--- src/rtl/exec_stage.sv ---
// Execute/writeback stage for a threadbrain core.
// Takes the instruction and operand picked by the register-select stage,
// computes PLUS/MINUS results, writes them back into the shared register
// file (clearing the lock), resolves BRZ into a one-cycle squash pulse, and
// owns the data pointer that select uses to address the register file.

package exec_stage_pkg;
    localparam int ENTRY_W = 35;

    localparam logic [3:0] OP_PLUS  = 4'd1;
    localparam logic [3:0] OP_MINUS = 4'd2;
    localparam logic [3:0] OP_RIGHT = 4'd3;
    localparam logic [3:0] OP_LEFT  = 4'd4;
    localparam logic [3:0] OP_BRZ   = 4'd5;

    // One register-file entry, MSB first: {valid, retr, locked, tag, val}.
    typedef struct packed {
        logic        valid;
        logic        retr;
        logic        locked;
        logic [15:0] tag;
        logic [15:0] val;
    } rf_entry_t;

    // Contents of the EX register captured at accept time.
    typedef struct packed {
        logic [15:0] ins;
        logic [15:0] val;
        logic [15:0] ptr;
        logic [15:0] pc;
    } ex_req_t;
endpackage

// Per-entry writeback lane. Lanes are chained from index 0 upwards through
// claimed_in/claimed_out so only the lowest matching entry gets written.
module exec_rf_lane
    import exec_stage_pkg::*;
(
    input  logic [ENTRY_W-1:0] entry_in,
    input  logic               wb_en,
    input  logic [15:0]        wb_tag,
    input  logic [15:0]        wb_val,
    input  logic               claimed_in,
    output logic               claimed_out,
    output logic [ENTRY_W-1:0] entry_out
);
    rf_entry_t ent;
    rf_entry_t upd;
    logic      hit;

    // Match against the writeback tag; write only if no lower lane claimed it.
    always_comb begin
        ent = rf_entry_t'(entry_in);
        upd = ent;
        hit = wb_en && ent.valid && ent.locked && (ent.tag == wb_tag);
        if (hit && !claimed_in) begin
            upd.val    = wb_val;
            upd.locked = 1'b0;
        end
        claimed_out = claimed_in || hit;
        entry_out   = upd;
    end
endmodule

module exec_stage
    import exec_stage_pkg::*;
#(
    parameter int NCORES = 4
) (
    input  logic                      clk,
    input  logic                      rst,
    input  logic [15:0]               ins_in,
    input  logic [15:0]               val_in,
    input  logic [15:0]               pc_in,
    input  logic                      stall_in,
    input  logic [NCORES*ENTRY_W-1:0] rf_in,
    output logic [NCORES*ENTRY_W-1:0] rf_out,
    output logic [15:0]               ptr,
    output logic                      branch_en,
    output logic [15:0]               branch_target,
    output logic [15:0]               retired,
    output logic                      wb_miss
);
    localparam int STAGES = 1;

    // vld_pipe[0]: instruction accepted this cycle, vld_pipe[STAGES]: EX valid.
    logic [STAGES:0] vld_pipe;
    logic            accept;
    logic            ex_valid;
    ex_req_t         ex;

    logic [3:0]      in_op;
    logic [3:0]      ex_op;
    logic [15:0]     result;
    logic            wb_en;
    logic            wb_miss_now;
    logic            brz_taken;
    logic [NCORES:0] claim;

    assign in_op    = ins_in[15:12];
    assign ex_op    = ex.ins[15:12];

    // A squash pulse or an upstream stall both mean nothing valid is offered.
    assign accept   = !stall_in && !branch_en;
    assign vld_pipe = {ex_valid, accept};

    // PLUS/MINUS result, 16-bit wrap.
    always_comb begin
        result = ex.val + 16'd1;
        if (ex_op == OP_MINUS) begin
            result = ex.val - 16'd1;
        end
    end

    // Writeback is suppressed while rst is high so a reset edge never commits
    // an abandoned instruction into the register file.
    assign wb_en       = vld_pipe[STAGES] && !rst &&
                         ((ex_op == OP_PLUS) || (ex_op == OP_MINUS));
    assign wb_miss_now = wb_en && !claim[NCORES];
    assign brz_taken   = vld_pipe[STAGES] && (ex_op == OP_BRZ) && (ex.val == 16'd0);

    assign claim[0] = 1'b0;

    for (genvar i = 0; i < NCORES; i++) begin : g_lane
        exec_rf_lane u_lane (
            .entry_in    (rf_in[i*ENTRY_W +: ENTRY_W]),
            .wb_en       (wb_en),
            .wb_tag      (ex.ptr),
            .wb_val      (result),
            .claimed_in  (claim[i]),
            .claimed_out (claim[i+1]),
            .entry_out   (rf_out[i*ENTRY_W +: ENTRY_W])
        );
    end

    // EX register: capture the offered instruction on accept, else go idle.
    always_ff @(posedge clk) begin
        if (rst) begin
            ex_valid <= 1'b0;
            ex       <= '0;
        end else begin
            ex_valid <= vld_pipe[0];
            if (vld_pipe[0]) begin
                ex.ins <= ins_in;
                ex.val <= val_in;
                ex.ptr <= ptr;
                ex.pc  <= pc_in;
            end
        end
    end

    // Data pointer moves as soon as RIGHT/LEFT is accepted, so the next
    // instruction already selects with the new value.
    always_ff @(posedge clk) begin
        if (rst) begin
            ptr <= 16'd0;
        end else if (vld_pipe[0]) begin
            if (in_op == OP_RIGHT) begin
                ptr <= ptr + 16'd1;
            end else if (in_op == OP_LEFT) begin
                ptr <= ptr - 16'd1;
            end
        end
    end

    // Taken BRZ becomes a single-cycle pulse; the target holds afterwards.
    always_ff @(posedge clk) begin
        if (rst) begin
            branch_en     <= 1'b0;
            branch_target <= 16'd0;
        end else begin
            branch_en <= brz_taken;
            if (brz_taken) begin
                branch_target <= {4'h0, ex.ins[11:0]};
            end
        end
    end

    // Retire counter (saturating) and sticky writeback-miss flag.
    always_ff @(posedge clk) begin
        if (rst) begin
            retired <= 16'd0;
            wb_miss <= 1'b0;
        end else begin
            if (vld_pipe[STAGES] && (retired != 16'hFFFF)) begin
                retired <= retired + 16'd1;
            end
            if (wb_miss_now) begin
                wb_miss <= 1'b1;
            end
        end
    end

    // The captured pc is kept only for debug visibility in waveforms.
    logic unused_dbg;
    assign unused_dbg = ^ex.pc;
endmodule

--- config.mk ---
export PLATFORM = sky130hd
export DESIGN_NAME = exec_stage
export DESIGN_NICKNAME = d
export VERILOG_FILES = /design/src/rtl/exec_stage.sv
export SDC_FILE = /design/constraint.sdc
export NUM_CORES = 1
export LEC_CHECK = 0
export ABC_AREA = 1
export BUFFER_PORTS_ARGS = -buffer_cell sky130_fd_sc_hd__buf_2
export CORE_MARGIN = 10
export CORE_UTILIZATION = 45
export CTS_CLUSTER_DIAMETER = 120
export CTS_CLUSTER_SIZE = 28
export DETAILED_ROUTE_END_ITERATION = 10
export GPL_ROUTABILITY_DRIVEN = 0
export GPL_TIMING_DRIVEN = 1
export HOLD_SLACK_MARGIN = 0.08
export PLACE_DENSITY = 0.9
export SETUP_SLACK_MARGIN = 0.5
export SYNTH_ARGS = -nofsm -noshare
export SYNTH_HDL_FRONTEND = slang
export SYNTH_HIERARCHICAL = 1
export SYNTH_SLANG_ARGS = --single-unit
--- constraint.sdc ---
create_clock -name clk -period 5.14 [get_ports clk]
set_input_delay 1.028 -clock clk [delete_from_list [all_inputs] [get_ports clk]]
set_output_delay 1.028 -clock clk [all_outputs]
set_load 0.05 [all_outputs]
# Word level (Yosys, flattened, before mapping)
# Index checks and enable logic that the tools add are counted.
# classes
n_addsub	5
eq_ne	10
muxes	11
n_reduce_logical	36
# ops
operator	count
two-way mux 16 bit	7
== test 16 bit	4
adder 16 x 1 -> 16 bit (second input constant)	3
subtractor 16 x 1 -> 16 bit (second input constant)	2
logical AND 1 bit	22
zero test 16 bit	1
inequality test 16 bit (second input constant)	1
== test 4 x 2 -> 1 bit (second input constant)	2
== test 4 x 3 -> 1 bit (second input constant)	2
zero test 1 bit	7
== test 4 x 1 -> 1 bit (second input constant)	1
logical OR 1 bit	4
two-way mux 1 bit	4
AND reduction 2 bit	1
nonzero test 2 bit	1
# totals
register_bits	95
inputBits	191
output_inout_bits	190
elab_cells	71

# Depth between registers and ports, before layout
# Gate-level depths: netlist (run 1).
# depth
word_depth	11
depth_mapped	22
depth_no_buf	19

# Modules after synthesis
# Netlist (run 1), hierarchy kept.
# by_module_without_submodules
mod	instances	cells_per_inst	area_per_inst_um2	seq_area_each_um2
exec_stage	1	807	5320.1	1901.8
exec_rf_lane	4	181	898.4	0.0

# Worst setup path after synthesis (run 1)
# Ideal clock, no wire load.
# synth_timing
path_type	input to output
startpoint	in rst
endpoint	out rf_out[112]
arrival_time_ps	4283
required_ps	4112
setup_slack_ps	-171
stages	20
path_buffers	5
path_cell_list	clkbuf_1 -> buf_1 -> nor3_1 -> nand3_1 -> nor2_2 -> nand2_1 -> nor2_1 -> nand3_1 -> nand2_1 -> clkinv_1 -> clkbuf_1 -> nand2_1 -> clkinv_1 -> clkbuf_1 -> nand2_1 -> clkinv_1 -> nand4_4 -> buf_6 -> nand2_1 -> nand2_1
# synth_between
elab_chain_len	11
word_cells_on_any_way	20
cone_classes	1 x mux; 19 x reduce/logical
# synth_rtl
element	line_no	text
from (decl)	71	input logic rst,
zero test 1 bit	117	assign wb_en = vld_pipe[STAGES] && !rst &&
logical AND 1 bit (2 in series)	117	
named net wb_en	95	logic wb_en;
logical AND 1 bit (3 in series)	55	hit = wb_en && ent.valid && ent.locked && (ent.tag == wb_tag);
named net claim[1]	98	logic [NCORES:0] claim;
logical OR 1 bit	60	claimed_out = claimed_in || hit;
named net claim[2]	98	
logical OR 1 bit	60	
named net claim[3]	98	
zero test 1 bit	56	if (hit && !claimed_in) begin
logical AND 1 bit	56	
two-way mux 16 bit	56	
to (decl)	77	output logic [NCORES*ENTRY_W-1:0] rf_out,
# The timed path passes the listed nets, and every way through them passes these cells.

# Worst setup path in the final report (run 1)
# layout_timing
startpoint	in rst
endpoint	out rf_out[116]
# Same word-level chain as after synthesis.

==> load_flow_metrics.sql, run 1 <==
INSERT INTO impl_metrics (metric_group, metric, value, unit) VALUES
('status', 'outcome', 'completed', ''),
('sta', 'timing.final.crit_share', '0.825', ''),
('yosys', 'synth-edff-count', '0', ''),
('cells_and_area', 'fillerInstances', '1907', ''),
('placed_design', 'dpl_worst_slack', '283', 'ps'),
('pwr', 'vdd_ir_drop_max', '209', 'µV'),
('detailed_routing', 'iteration_count_of_the_initial_detailed_routing_pass', '7', ''),
('sta', 'timing.final.hold_violations', '0', ''),
('global_routing', 'grt_antenna_before_repair', '5', ''),
('pwr', 'p_leak', '6.01', 'nW'),
('global_routing', 'vias_in_the_first_global_route', '10100', ''),
('pwr', 'total_power', '2.35', 'mW'),
('global_routing', 'grt_first_pass_wirelength', '52700', 'µm'),
('worst_setup_path', 'critPathCaptureType', 'output port', ''),
('floorplan', 'starting_density', '0.458', ''),
('detailed_routing', 'post_drt_wl_per_cell', '16.5', 'µm'),
('clock_network', 'ctsHoldBuffers', '0', ''),
('worst_setup_path', 'critPathMaxStageDelay', '260', 'ps'),
('yosys', 'synthesis.yosys.warnings', '6', ''),
('clock_network', 'tritoncts', 'yes', ''),
('placed_design', 'buffer_ports.inserted', '352', ''),
('clock_network', 'numCtsBuffers', '9', ''),
('clock_network', 'cts_root_buffer', 'clkbuf_16', ''),
('cells_and_area', 'final_nets', '2000', ''),
('clock_network', 'ctsLongestPathBuffers', '2', ''),
('sta', 'grt_setup_unrepaired', 'false', ''),
('yosys', 'post_synth_instance_area', '8910', 'µm²'),
('yosys', 'postSynth.asyncResetShare', '0', ''),
('sta', 'fin_ws', '900', 'ps'),
('sta', 'slew-limit-headroom', '0.301', ''),
('worst_hold_path', 'hold_class', 'reg2reg', ''),
('global_routing', 'globalRouteTotalUtil', '0.248', ''),
('placed_design', 'post-dp-hpwl', '27700', 'µm'),
('sta', 'final_period_minus_worst_setup_slack', '4240', 'ps'),
('worst_setup_path', 'crit_start_category', 'primary input', ''),
('floorplan', 'coreArea', '19500', 'µm²'),
('detailed_routing', 'highest-signal-layer', 'met5', ''),
('sta', 'skew_final', '8.87', 'ps'),
('clock_network', 'clock_insertion_delay_worst_skew', '340', 'ps'),
('yosys', 'synth_ff_type', 'dfxtp_1', ''),
('global_routing', 'globalRoute.totalOverflow', '0', ''),
('floorplan', 'top_level_ports', '381', ''),
('sta', 'slew_viol_final', '0', ''),
('detailed_routing', 'routed-wl-met2', '16300', 'µm'),
('sta', 'timing.final.setup_violations', '0', ''),
('worst_setup_path', 'critical_path_arrival', '3210', 'ps'),
('worst_setup_path', 'path_buf_inv', '7', ''),
('sta', 'totalNegativeSetupSlack', '0', 'ps'),
('clock_network', 'clock_sink_count', '95', ''),
('floorplan', 'die_width', '161', 'µm'),
('floorplan', 'fp.dieArea', '25800', 'µm²'),
('pwr', 'pwr_density_cell', '218', 'nW/µm²'),
('detailed_routing', 'drt-total-wl', '34200', 'µm'),
('worst_setup_path', 'ws_path_type', 'in2out', ''),
('yosys', 'synth_area_per_cell', '5.82', 'µm²'),
('floorplan', 'floorplan.rows', '51', ''),
('detailed_routing', 'wl_met1', '13000', 'µm'),
('worst_setup_path', 'critPathMostFrequentCell', 'nand2_1', ''),
('global_routing', 'largest_net_degree_at_the_start_of_global_routing', '61', ''),
('worst_setup_path', 'timing.critical_path.cells', 'buf_2 -> nor3_2 -> buf_4 -> nand3_1 -> nor2_2 -> nand2_1 -> nor2_1 -> nand3_1 -> nand2_1 -> clkinv_2 -> nand2_1 -> inv_4 -> nand2_1 -> clkinv_4 -> nand4_4 -> buf_12 -> nand2_1 -> nand2_4 -> buf_2', ''),
('worst_setup_path', 'path_max_fanout', '18', ''),
('yosys', 'synth_seq_area_share', '0.213', ''),
('yosys', 'netlist-cell-type-count', '46', ''),
('detailed_routing', 'number_of_vias_per_cell', '5.18', ''),
('clock_network', 'cts_clock_pin_slew_for_the_worst_setup_and_hold_paths', '70', 'ps'),
('run', 'count_of_max_cap_constraint_violations', '0', ''),
('detailed_routing', 'drc_errors_left', '0', ''),
('cells_and_area', 'synthToLayoutAreaGrowth', '20.7', '%'),
('detailed_routing', 'first_iter_violations', '866', ''),
('detailed_routing', 'via_count', '10700', ''),
('worst_setup_path', 'worst_ep_required_time', '4110', 'ps');
==> state kept, by name, indices dropped and copies added (netlist names) <==
register,count
branch_en,1
branch_target,12
ex,48
ex_valid,1
ptr,16
retired,16
wb_miss,1
==> cells by family after synthesis <==
logic type               Yosys count  share of synthesized area
AND/OR/NAND/NOR                  888                      0.441
buffers and inverters            335                      0.182
AO/OA/AOI/OAI                    154                     0.0933
flip-flops                        95                      0.213
XOR/XNOR                          41                     0.0445
adder cells (fa/ha/maj)           17                     0.0247
other                              1                   0.000421
==> area by class of cell <==
cell class / count / area (µm²) / share of cell area
Clock inverter: 4 / 53.8 / 0.00500
Timing Repair Buffer: 365 / 1900 / 0.177
Clock buffer: 11 / 243 / 0.0226
Multi-Input combinational cell: 1105 / 5500 / 0.511
Sequential cell: 95 / 1900 / 0.177
Inverter: 216 / 820 / 0.0762
Tap cell: 265 / 332 / 0.0308
Antenna cell: 3 / 7.51 / 0.000698
==> worst reg2reg max path, delay by kind of cell (launching register included) <==
kind            cells  cell delay, ps
flops               1             400
compound gates      2             270
buf+inv             6             620
simple gates       12            1220
==> stage by stage <==
step	util	std cells	hold WS [ps]	cell area [µm²]
after detailed placement	0.532	2040	452	10400
final	0.553	2064	480	10800
after global routing	0.552	2061	499	10800
after CTS	0.550	2057	476	10700
after floorplan	-	1535	450	9030
after global placement	0.532	2040	447	10400
==> timing repair <==
item,4_1_cts,5_1_grt
hold endpoints to repair,0,0
buffers inserted,2,4
pin swaps,1,2
resized for setup,1,8
endpoints found under the setup margin,17,18
==> per-layer routing <==
metal | track usage | vias to the layer above
met5 | 0 | -
met4 | 0.116 | 6
met3 | 0.0654 | 102
met2 | 0.422 | 514
met1 | 0.283 | 4814
li1 | - | 5247
==> cell usage after synthesis, types with 8 or more instances <==
| master | instances | share of area |
|---|---|---|
| nand2_2 | 17 | 0.012 |
| nor2_4 | 14 | 0.018 |
| ha_1 | 16 | 0.022 |
| a21oi_1 | 59 | 0.033 |
| buf_2 | 8 | 0.0045 |
| xor2_1 | 25 | 0.025 |
| nand4_1 | 74 | 0.052 |
| buf_6 | 9 | 0.011 |
| nor3_1 | 18 | 0.010 |
| nor2_1 | 187 | 0.079 |
| inv_1 | 197 | 0.083 |
| o21ai_0 | 72 | 0.040 |
| nand2_1 | 481 | 0.20 |
| nand3_1 | 57 | 0.032 |
| clkbuf_1 | 24 | 0.010 |
| xnor2_1 | 11 | 0.011 |
| dfxtp_1 | 95 | 0.21 |
| inv_2 | 15 | 0.0063 |
| buf_4 | 77 | 0.065 |
==> path summary, 6_finish.rpt <==
check | start | end | slack (ps) | cells past startpoint
max reg2reg | ex[60] | wb_miss | 2530 | 20
max | rst | rf_out[116] | 900 | 19
min reg2reg | wb_miss | wb_miss | 480 | 1
min | wb_miss | wb_miss | 480 | 1
==> where the power goes <==
group / switching, mW / internal (mW) / total, mW / leakage, nW
Clock: 0.284 / 0.390 / 0.674 / 0.138
Sequential: 0.0410 / 0.767 / 0.808 / 0.778
Combinational: 0.623 / 0.245 / 0.867 / 5.09
Note: power is estimated with default switching activity, not from simulation.
==> run 2, diff against run 1 <==
==> constraint.sdc (replaced) <==
create_clock -name clk -period 3.5 [get_ports clk]
set_input_delay 0.7 -clock clk [delete_from_list [all_inputs] [get_ports clk]]
set_output_delay 0.7 -clock clk [all_outputs]
set_load 0.05 [all_outputs]
==> run 2 against run 1 <==
  * The run now ends with negative setup slack left
  * Combinational power increased by 86%
  * Via count rose by 9.3%
  * Worst hold slack gained 6.1 ps
  * Non-clock buffer count up 57
  * Clock skew is 0.54 ps higher
  * First-iteration DRC count is 14% higher
  * Cell count increased by 2.9%
  * Largest cell class unchanged
  * Highest routed layer unchanged
==> load_flow_metrics.sql, run 2 (same netlist as run 1, synthesis figures left out) <==
INSERT INTO impl_metrics (metric_group, metric, value, unit) VALUES
('worst_setup_path', 'cpMaxStageDelayCell', 'dfxtp_2', ''),
('cells_and_area', 'largest_register_ff_count', '48', ''),
('cells_and_area', 'largest_register', 'ex', ''),
('cells_and_area', 'fillerInstances', '1476', ''),
('cells_and_area', 'synthToLayoutAreaGrowth', '49.7', '%'),
('sta', 'fin_ws', '-57.9', 'ps'),
('cells_and_area', 'finalInstanceArea', '13300', 'µm²'),
('placed_design', 'placement.cell_area', '11400', 'µm²'),
('global_routing', 'vias_in_the_first_global_route', '11000', ''),
('worst_setup_path', 'crit_start_category', 'register', ''),
('cells_and_area', 'final_cells', '2124', ''),
('worst_setup_path', 'rr_endpoint', 'ptr[14]', ''),
('status', 'outcome', 'finished, violations left', ''),
('pwr', 'p_leak', '6.80', 'nW'),
('floorplan', 'die_width', '161', 'µm'),
('clock_network', 'clock_insertion_delay_worst_skew', '340', 'ps'),
('sta', 'timing.final.setup_violations', '3', ''),
('placed_design', 'buffer_ports.inserted', '352', ''),
('detailed_routing', 'drt-total-wl', '41600', 'µm'),
('cells_and_area', 'mostFrequentLayoutCell', 'nand2_1', ''),
('floorplan', 'floorplan.rows', '51', ''),
('cells_and_area', 'final_nets', '2058', ''),
('floorplan', 'coreArea', '19500', 'µm²'),
('floorplan', 'die-height', '161', 'µm'),
('clock_network', 'numCtsBuffers', '9', ''),
('sta', 'hold-worst-slack', '486', 'ps'),
('placed_design', 'dpl.cell_count', '2067', ''),
('sta', 'slew-limit-headroom', '0.592', ''),
('worst_setup_path', 'top_cell_family_by_delay_on_the_critical_path', 'simple AND/OR/NAND/NOR gates', ''),
('global_routing', 'grt_first_pass_wirelength', '58900', 'µm'),
('worst_setup_path', 'critPathMaxStageDelay', '340', 'ps'),
('detailed_routing', 'number_of_vias_per_cell', '5.50', ''),
('detailed_routing', 'drc_errors_left', '0', ''),
('clock_network', 'ctsLongestPathBuffers', '2', ''),
('cells_and_area', 'commonest_cells_after_routing_fill_and_taps_aside', '361 x nand2_1, 284 x buf_2, 192 x inv_1', ''),
('sta', 'timing.final.hold_violations', '0', ''),
('detailed_routing', 'via_count', '11700', ''),
('placed_design', 'post-dp-hpwl', '28400', 'µm'),
('clock_network', 'cts_root_buffer', 'clkbuf_16', ''),
('worst_setup_path', 'path_max_fanout', '6', ''),
('worst_setup_path', 'critical_path_cell_count', '15', ''),
('status', 'violations', 'negative setup slack', ''),
('detailed_routing', 'route.antenna.remaining_nets', '0', ''),
('worst_hold_path', 'hold_class', 'reg2reg', ''),
('worst_hold_path', 'hold_end', 'branch_target[10]', ''),
('sta', 'final_period_minus_worst_setup_slack', '3560', 'ps'),
('worst_setup_path', 'r2r_start', 'ptr[0]', ''),
('pwr', 'pwr_density_cell', '280', 'nW/µm²'),
('worst_setup_path', 'timing.critical_path.cells', 'nor2_4 -> buf_8 -> nand2_8 -> buf_6 -> xor2_4 -> buf_4 -> nand3_1 -> nor2_2 -> nand2_2 -> nand2_2 -> nand2_2 -> nand2_4 -> nand4_1 -> nand2_8 -> buf_8', ''),
('floorplan', 'starting_density', '0.458', ''),
('global_routing', 'globalRoute.totalOverflow', '0', ''),
('worst_setup_path', 'worst_ep_required_time', '2800', 'ps'),
('global_routing', 'largest_net_degree_at_the_start_of_global_routing', '61', ''),
('sta', 'timing.final.crit_share', '1.02', ''),
('worst_hold_path', 'min-delay-start', 'ex[58]', ''),
('worst_setup_path', 'critPathCaptureType', 'output port', ''),
('sta', 'skew_final', '9.41', 'ps'),
('pwr', 'vdd_ir_drop_max', '347', 'µV'),
('clock_network', 'cts_clock_pin_slew_for_the_worst_setup_and_hold_paths', '70', 'ps'),
('global_routing', 'grt_antenna_before_repair', '4', ''),
('worst_hold_path', 'whs_path_depth', '2', ''),
('sta', 'max_slew.worst_pin.slew', '611', 'ps'),
('cells_and_area', 'top_regs', 'ex (48), ptr (16), retired (16)', ''),
('clock_network', 'tritoncts', 'yes', ''),
('worst_setup_path', 'rrSetupSlack', '1040', 'ps'),
('detailed_routing', 'first_iter_violations', '986', ''),
('worst_setup_path', 'worstRegToRegCells', '12', ''),
('clock_network', 'htree_levels', '3', ''),
('sta', 'grt_setup_unrepaired', 'true', ''),
('worst_setup_path', 'critical_path_arrival', '2860', 'ps'),
('clock_network', 'clock_sink_count', '95', ''),
('floorplan', 'fp.dieArea', '25800', 'µm²'),
('sta', 'max_freq', '0.281', 'GHz'),
('floorplan', 'top_level_ports', '381', ''),
('sta', 'slew_viol_final', '0', ''),
('worst_setup_path', 'ws_path_type', 'reg2out', ''),
('detailed_routing', 'iteration_count_of_the_initial_detailed_routing_pass', '8', ''),
('run', 'count_of_max_cap_constraint_violations', '0', ''),
('cells_and_area', 'drive_above_1_share', '0.360', ''),
('detailed_routing', 'post_drt_wl_per_cell', '19.6', 'µm'),
('worst_setup_path', 'critPathMostFrequentCell', 'nand2_2', ''),
('global_routing', 'globalRouteTotalUtil', '0.278', ''),
('worst_setup_path', 'path_buf_inv', '4', '');
==> run 2: cell types whose count changed in the layout (fill, tap and decap cells not counted), moves of 27 or more <==
cell     delta
nand2_8    +37
buf_2      -61
buf_4      +31
nand2_1   -104
buf_12     +27
buf_8      +41
nand2_4    +52
==> run 2: worst max-delay path by stage <==
stage / startpoint / endpoint / slack [ps]
after global placement: rst / rf_out[113] / 9
after global routing: ex[61] / rf_out[47] / -170
after floorplan: rst / rf_out[110] / -90
after CTS: ex[61] / rf_out[117] / 100
final: ex[63] / rf_out[84] / -60
after detailed placement: rst / rf_out[113] / -10
==> run 2: worst register-to-register path, stage by stage (launching register included) <==
cell,delay (ps)
dfxtp_1,430
inv_1,120
fa_1,460
nand3b_1,180
nand2_1,120
inv_1,70
o21ai_0,420
nand3_1,210
nand2_1,150
nand2_1,70
nand3_1,70
nand2_1,60
inv_1,50
==> run 2: power by group <==
group	switching, mW	leakage, nW	internal, mW
Sequential	0.0632	0.779	1.13
Clock	0.430	0.139	0.504
Combinational	1.07	5.88	0.540
==> run 2: final cells by class <==
class | count | area (µm²) | share of cell area
diodes | 4 | 10.0 | 0.000750
repair buffers | 422 | 3250 | 0.244
multi-input cells | 1106 | 6730 | 0.504
well taps | 265 | 332 | 0.0248
clock buffers | 10 | 239 | 0.0179
inverters | 216 | 830 | 0.0622
flip-flops and latches | 95 | 1910 | 0.143
clock inverters | 6 | 43.8 | 0.00328
==> run 2: per-stage QoR <==
| step | setup TNS, ps | total power [mW] | setup WS [ps] | utilization |
|---|---|---|---|---|
| after floorplan | -894 | 2.21 | -89.4 | - |
| after global placement | 0 | 2.51 | 8.94 | 0.588 |
| after detailed placement | -65.0 | 2.54 | -12.5 | 0.588 |
| after CTS | 0 | 3.59 | 101 | 0.652 |
| after global routing | -2620 | 3.89 | -166 | 0.685 |
| final | -71.5 | 3.73 | -57.9 | 0.686 |
==> run 2: metal layers <==
metal	GRT usage	vias up	wire, µm
met5	0	-	21
met4	0.145	4	2880
met3	0.0808	231	4480
met2	0.488	783	20000
met1	0.297	5280	14300
li1	-	5378	-
==> run 2: what timing repair did <==
item / in CTS / in global routing
resized for setup: 206 / 125
cloned: 1 / 2
buffers inserted: 23 / 11
setup endpoints to repair: 68 / 68
pin swaps: 46 / 59
hold buffers: 0 / 0
hold endpoints to repair: 0 / 0
==> run 3, diff against run 2 <==
--- a/config.mk
+++ b/config.mk
@@ -8,14 +8,14 @@
 export ABC_AREA = 1
 export BUFFER_PORTS_ARGS = -buffer_cell sky130_fd_sc_hd__buf_2
 export CORE_MARGIN = 10
-export CORE_UTILIZATION = 45
+export CORE_UTILIZATION = 25
 export CTS_CLUSTER_DIAMETER = 120
 export CTS_CLUSTER_SIZE = 28
 export DETAILED_ROUTE_END_ITERATION = 10
 export GPL_ROUTABILITY_DRIVEN = 0
 export GPL_TIMING_DRIVEN = 1
 export HOLD_SLACK_MARGIN = 0.08
-export PLACE_DENSITY = 0.9
+export PLACE_DENSITY = 0.6
 export SETUP_SLACK_MARGIN = 0.5
 export SYNTH_ARGS = -nofsm -noshare
 export SYNTH_HDL_FRONTEND = slang
==> run 3 against run 2 <==
  * The run still ends with negative setup slack left
  * Total power decreased by 1.4%
  * Sequential share of layout area decreased by 0.13 points
  * Cell count increased by 8.7%
  * Via count decreased by 9.4%
  * Worst hold slack got worse by 4.6 ps
  * Design area increased by 1.0%
  * Sequential power about the same
  * Die area increased by 69%
  * Clock skew decreased by 2.1 ps
  * Largest cell class unchanged
  * Highest routed layer unchanged
==> load_flow_metrics.sql, run 3 (same netlist as run 1, synthesis figures left out) <==
INSERT INTO impl_metrics (metric_group, metric, value, unit) VALUES
('status', 'outcome', 'finished, violations left', ''),
('status', 'violations', 'negative setup slack', ''),
('pwr', 'p_leak', '6.81', 'nW'),
('sta', 'timing.final.crit_share', '1.02', ''),
('floorplan', 'die_width', '209', 'µm'),
('floorplan', 'fp.dieArea', '43600', 'µm²'),
('global_routing', 'grt_first_pass_wirelength', '58100', 'µm'),
('detailed_routing', 'first_iter_violations', '527', ''),
('floorplan', 'floorplan.rows', '69', ''),
('placed_design', 'dpl_worst_slack', '-139', 'ps'),
('floorplan', 'top_level_ports', '381', ''),
('detailed_routing', 'route.antenna.remaining_nets', '0', ''),
('clock_network', 'cts_root_buffer', 'clkbuf_16', ''),
('placed_design', 'buffer_ports.inserted', '352', ''),
('clock_network', 'htree_levels', '3', ''),
('sta', 'timing.final.hold_violations', '0', ''),
('sta', 'totalNegativeSetupSlack', '-891', 'ps'),
('sta', 'slew-limit-headroom', '0.580', ''),
('floorplan', 'die-height', '209', 'µm'),
('global_routing', 'globalRouteTotalUtil', '0.165', ''),
('sta', 'final_period_minus_worst_setup_slack', '3560', 'ps'),
('clock_network', 'clock_sink_count', '95', ''),
('cells_and_area', 'largest_register', 'ex', ''),
('worst_setup_path', 'cpMaxStageDelayCell', 'dfxtp_2', ''),
('worst_setup_path', 'path_max_fanout', '8', ''),
('detailed_routing', 'drt-total-wl', '38300', 'µm'),
('worst_hold_path', 'hold_end', 'wb_miss', ''),
('cells_and_area', 'fillerInstances', '3655', ''),
('worst_setup_path', 'timing.critical_path.cells', 'inv_2 -> nor2_4 -> o21ai_1 -> buf_4 -> nor3_4 -> buf_12 -> nand3_4 -> nor2_4 -> nand2_1 -> nor2_1 -> nand3_1 -> nand2_1 -> clkinv_2 -> nand2_4 -> clkinv_4 -> buf_12 -> buf_8 -> buf_12 -> nand4_1 -> nand2_8 -> buf_8', ''),
('clock_network', 'clock_insertion_delay_worst_skew', '350', 'ps'),
('worst_setup_path', 'worst_ep_required_time', '2800', 'ps'),
('global_routing', 'grt_antenna_before_repair', '10', ''),
('global_routing', 'vias_in_the_first_global_route', '10500', ''),
('cells_and_area', 'mostFrequentLayoutCell', 'nand2_1', ''),
('cells_and_area', 'top_regs', 'ex (48), ptr (16), retired (16)', ''),
('clock_network', 'ctsHoldBuffers', '0', ''),
('sta', 'skew_final', '7.30', 'ps'),
('detailed_routing', 'iteration_count_of_the_initial_detailed_routing_pass', '5', ''),
('detailed_routing', 'via_count', '10600', ''),
('sta', 'fin_ws', '-61.1', 'ps'),
('global_routing', 'globalRoute.totalOverflow', '0', ''),
('sta', 'timing.final.setup_violations', '42', ''),
('worst_setup_path', 'ws_path_type', 'reg2out', ''),
('worst_setup_path', 'critPathMaxStageDelay', '340', 'ps'),
('sta', 'grt_setup_unrepaired', 'true', ''),
('placed_design', 'dpl.cell_count', '2269', ''),
('worst_setup_path', 'worstRegToRegCells', '19', ''),
('cells_and_area', 'final_nets', '2047', ''),
('worst_setup_path', 'critPathMostFrequentCell', 'buf_12', ''),
('cells_and_area', 'largest_register_ff_count', '48', ''),
('worst_hold_path', 'min-delay-start', 'wb_miss', ''),
('worst_setup_path', 'rrSetupSlack', '940', 'ps'),
('worst_setup_path', 'rr_endpoint', 'wb_miss', ''),
('detailed_routing', 'post_drt_wl_per_cell', '16.6', 'µm'),
('sta', 'slew_viol_final', '0', ''),
('cells_and_area', 'synthToLayoutAreaGrowth', '51.2', '%'),
('worst_setup_path', 'critPathCaptureType', 'output port', ''),
('cells_and_area', 'commonest_cells_after_routing_fill_and_taps_aside', '368 x nand2_1, 284 x buf_2, 195 x inv_1', ''),
('sta', 'max_freq', '0.281', 'GHz'),
('global_routing', 'largest_net_degree_at_the_start_of_global_routing', '61', ''),
('worst_setup_path', 'critical_path_arrival', '2860', 'ps'),
('floorplan', 'coreArea', '35400', 'µm²'),
('worst_setup_path', 'r2r_start', 'ex[61]', ''),
('placed_design', 'post-dp-hpwl', '30100', 'µm'),
('sta', 'max_slew.worst_pin.slew', '630', 'ps'),
('clock_network', 'cts_clock_pin_slew_for_the_worst_setup_and_hold_paths', '70', 'ps'),
('pwr', 'vdd_ir_drop_max', '209', 'µV'),
('pwr', 'pwr_density_cell', '273', 'nW/µm²'),
('worst_hold_path', 'hold_class', 'reg2reg', ''),
('clock_network', 'numCtsBuffers', '9', ''),
('detailed_routing', 'number_of_vias_per_cell', '4.58', ''),
('worst_hold_path', 'whs_path_depth', '1', ''),
('cells_and_area', 'drive_above_1_share', '0.345', ''),
('sta', 'hold-worst-slack', '481', 'ps'),
('clock_network', 'tritoncts', 'yes', ''),
('cells_and_area', 'final_cells', '2309', ''),
('run', 'count_of_max_cap_constraint_violations', '0', ''),
('detailed_routing', 'drc_errors_left', '0', ''),
('clock_network', 'ctsLongestPathBuffers', '2', ''),
('floorplan', 'starting_density', '0.252', ''),
('worst_setup_path', 'crit_start_category', 'register', '');
-- run 3: cell types whose count changed in the layout (fill, tap and decap cells not counted), sizes merged --
| cell | change |
|---|---|
| nand2 | -1 |
| inv | +4 |
| clkinvlp | -1 |
| clkbuf | +1 |
| clkinv | -2 |
| buf | -12 |
-- run 3: worst max-delay path by stage --
| stage | startpoint | end | slack, ps | depth (start not counted) |
|---|---|---|---|---|
| after floorplan | rst | rf_out[110] | -90 | 20 |
| after global placement | rst | rf_out[120] | -90 | 18 |
| after detailed placement | rst | rf_out[109] | -140 | 18 |
| after CTS | ex[61] | rf_out[137] | -230 | 22 |
| after global routing | ex[61] | rf_out[82] | -250 | 21 |
| final | ex[61] | rf_out[82] | -60 | 21 |
-- run 3: through the flow --
stage	instance area (µm²)	total power, mW	util
4_1_cts	13000	3.68	0.368
5_1_grt	13500	3.90	0.381
3_3_place_gp	11700	2.55	0.331
2_1_floorplan	9850	2.21	-
6_report	13500	3.68	0.381
3_5_place_dp	11700	2.57	0.331
-- run 3: what timing repair did --
item,CTS,global route
gates cloned,4,3
buffers inserted,12,1
gates resized for setup,239,82
setup endpoints to repair,68,68
pin swaps,65,26
-- run 3: worst max-delay path: cells and delay by family (launching register included) --
kind	cells	cell delay, ps
AND/OR/NAND/NOR	11	1090
buffers and inverters	9	990
flip-flops	1	340
AO/OA/AOI/OAI	1	80
-- run 3: cell type report --
class / instances / area [µm²] / share of cell area
Antenna cell: 4 / 10.0 / 0.000743
Clock buffer: 9 / 225 / 0.0167
Clock inverter: 7 / 62.6 / 0.00464
Inverter: 216 / 827 / 0.0614
Multi-Input combinational cell: 1105 / 6630 / 0.492
Timing Repair Buffer: 412 / 3240 / 0.240
Tap cell: 461 / 577 / 0.0428
Sequential cell: 95 / 1910 / 0.142
-- run 3: routing by layer --
| layer | share of wire | global-route usage | vias to the layer above |
|---|---|---|---|
| met4 | 0.021 | 0.0447 | 10 |
| met3 | 0.090 | 0.0547 | 54 |
| met2 | 0.48 | 0.288 | 367 |
| met1 | 0.41 | 0.189 | 4802 |
| li1 | - | - | 5351 |
| met5 | 0.0014 | 0 | - |
-- run 3: power breakdown --
part | internal (mW) | switching, mW | total (mW)
clock network | 0.499 | 0.467 | 0.966
logic | 0.528 | 1.00 | 1.53
registers | 1.13 | 0.0617 | 1.19
total | 2.15 | 1.53 | 3.68
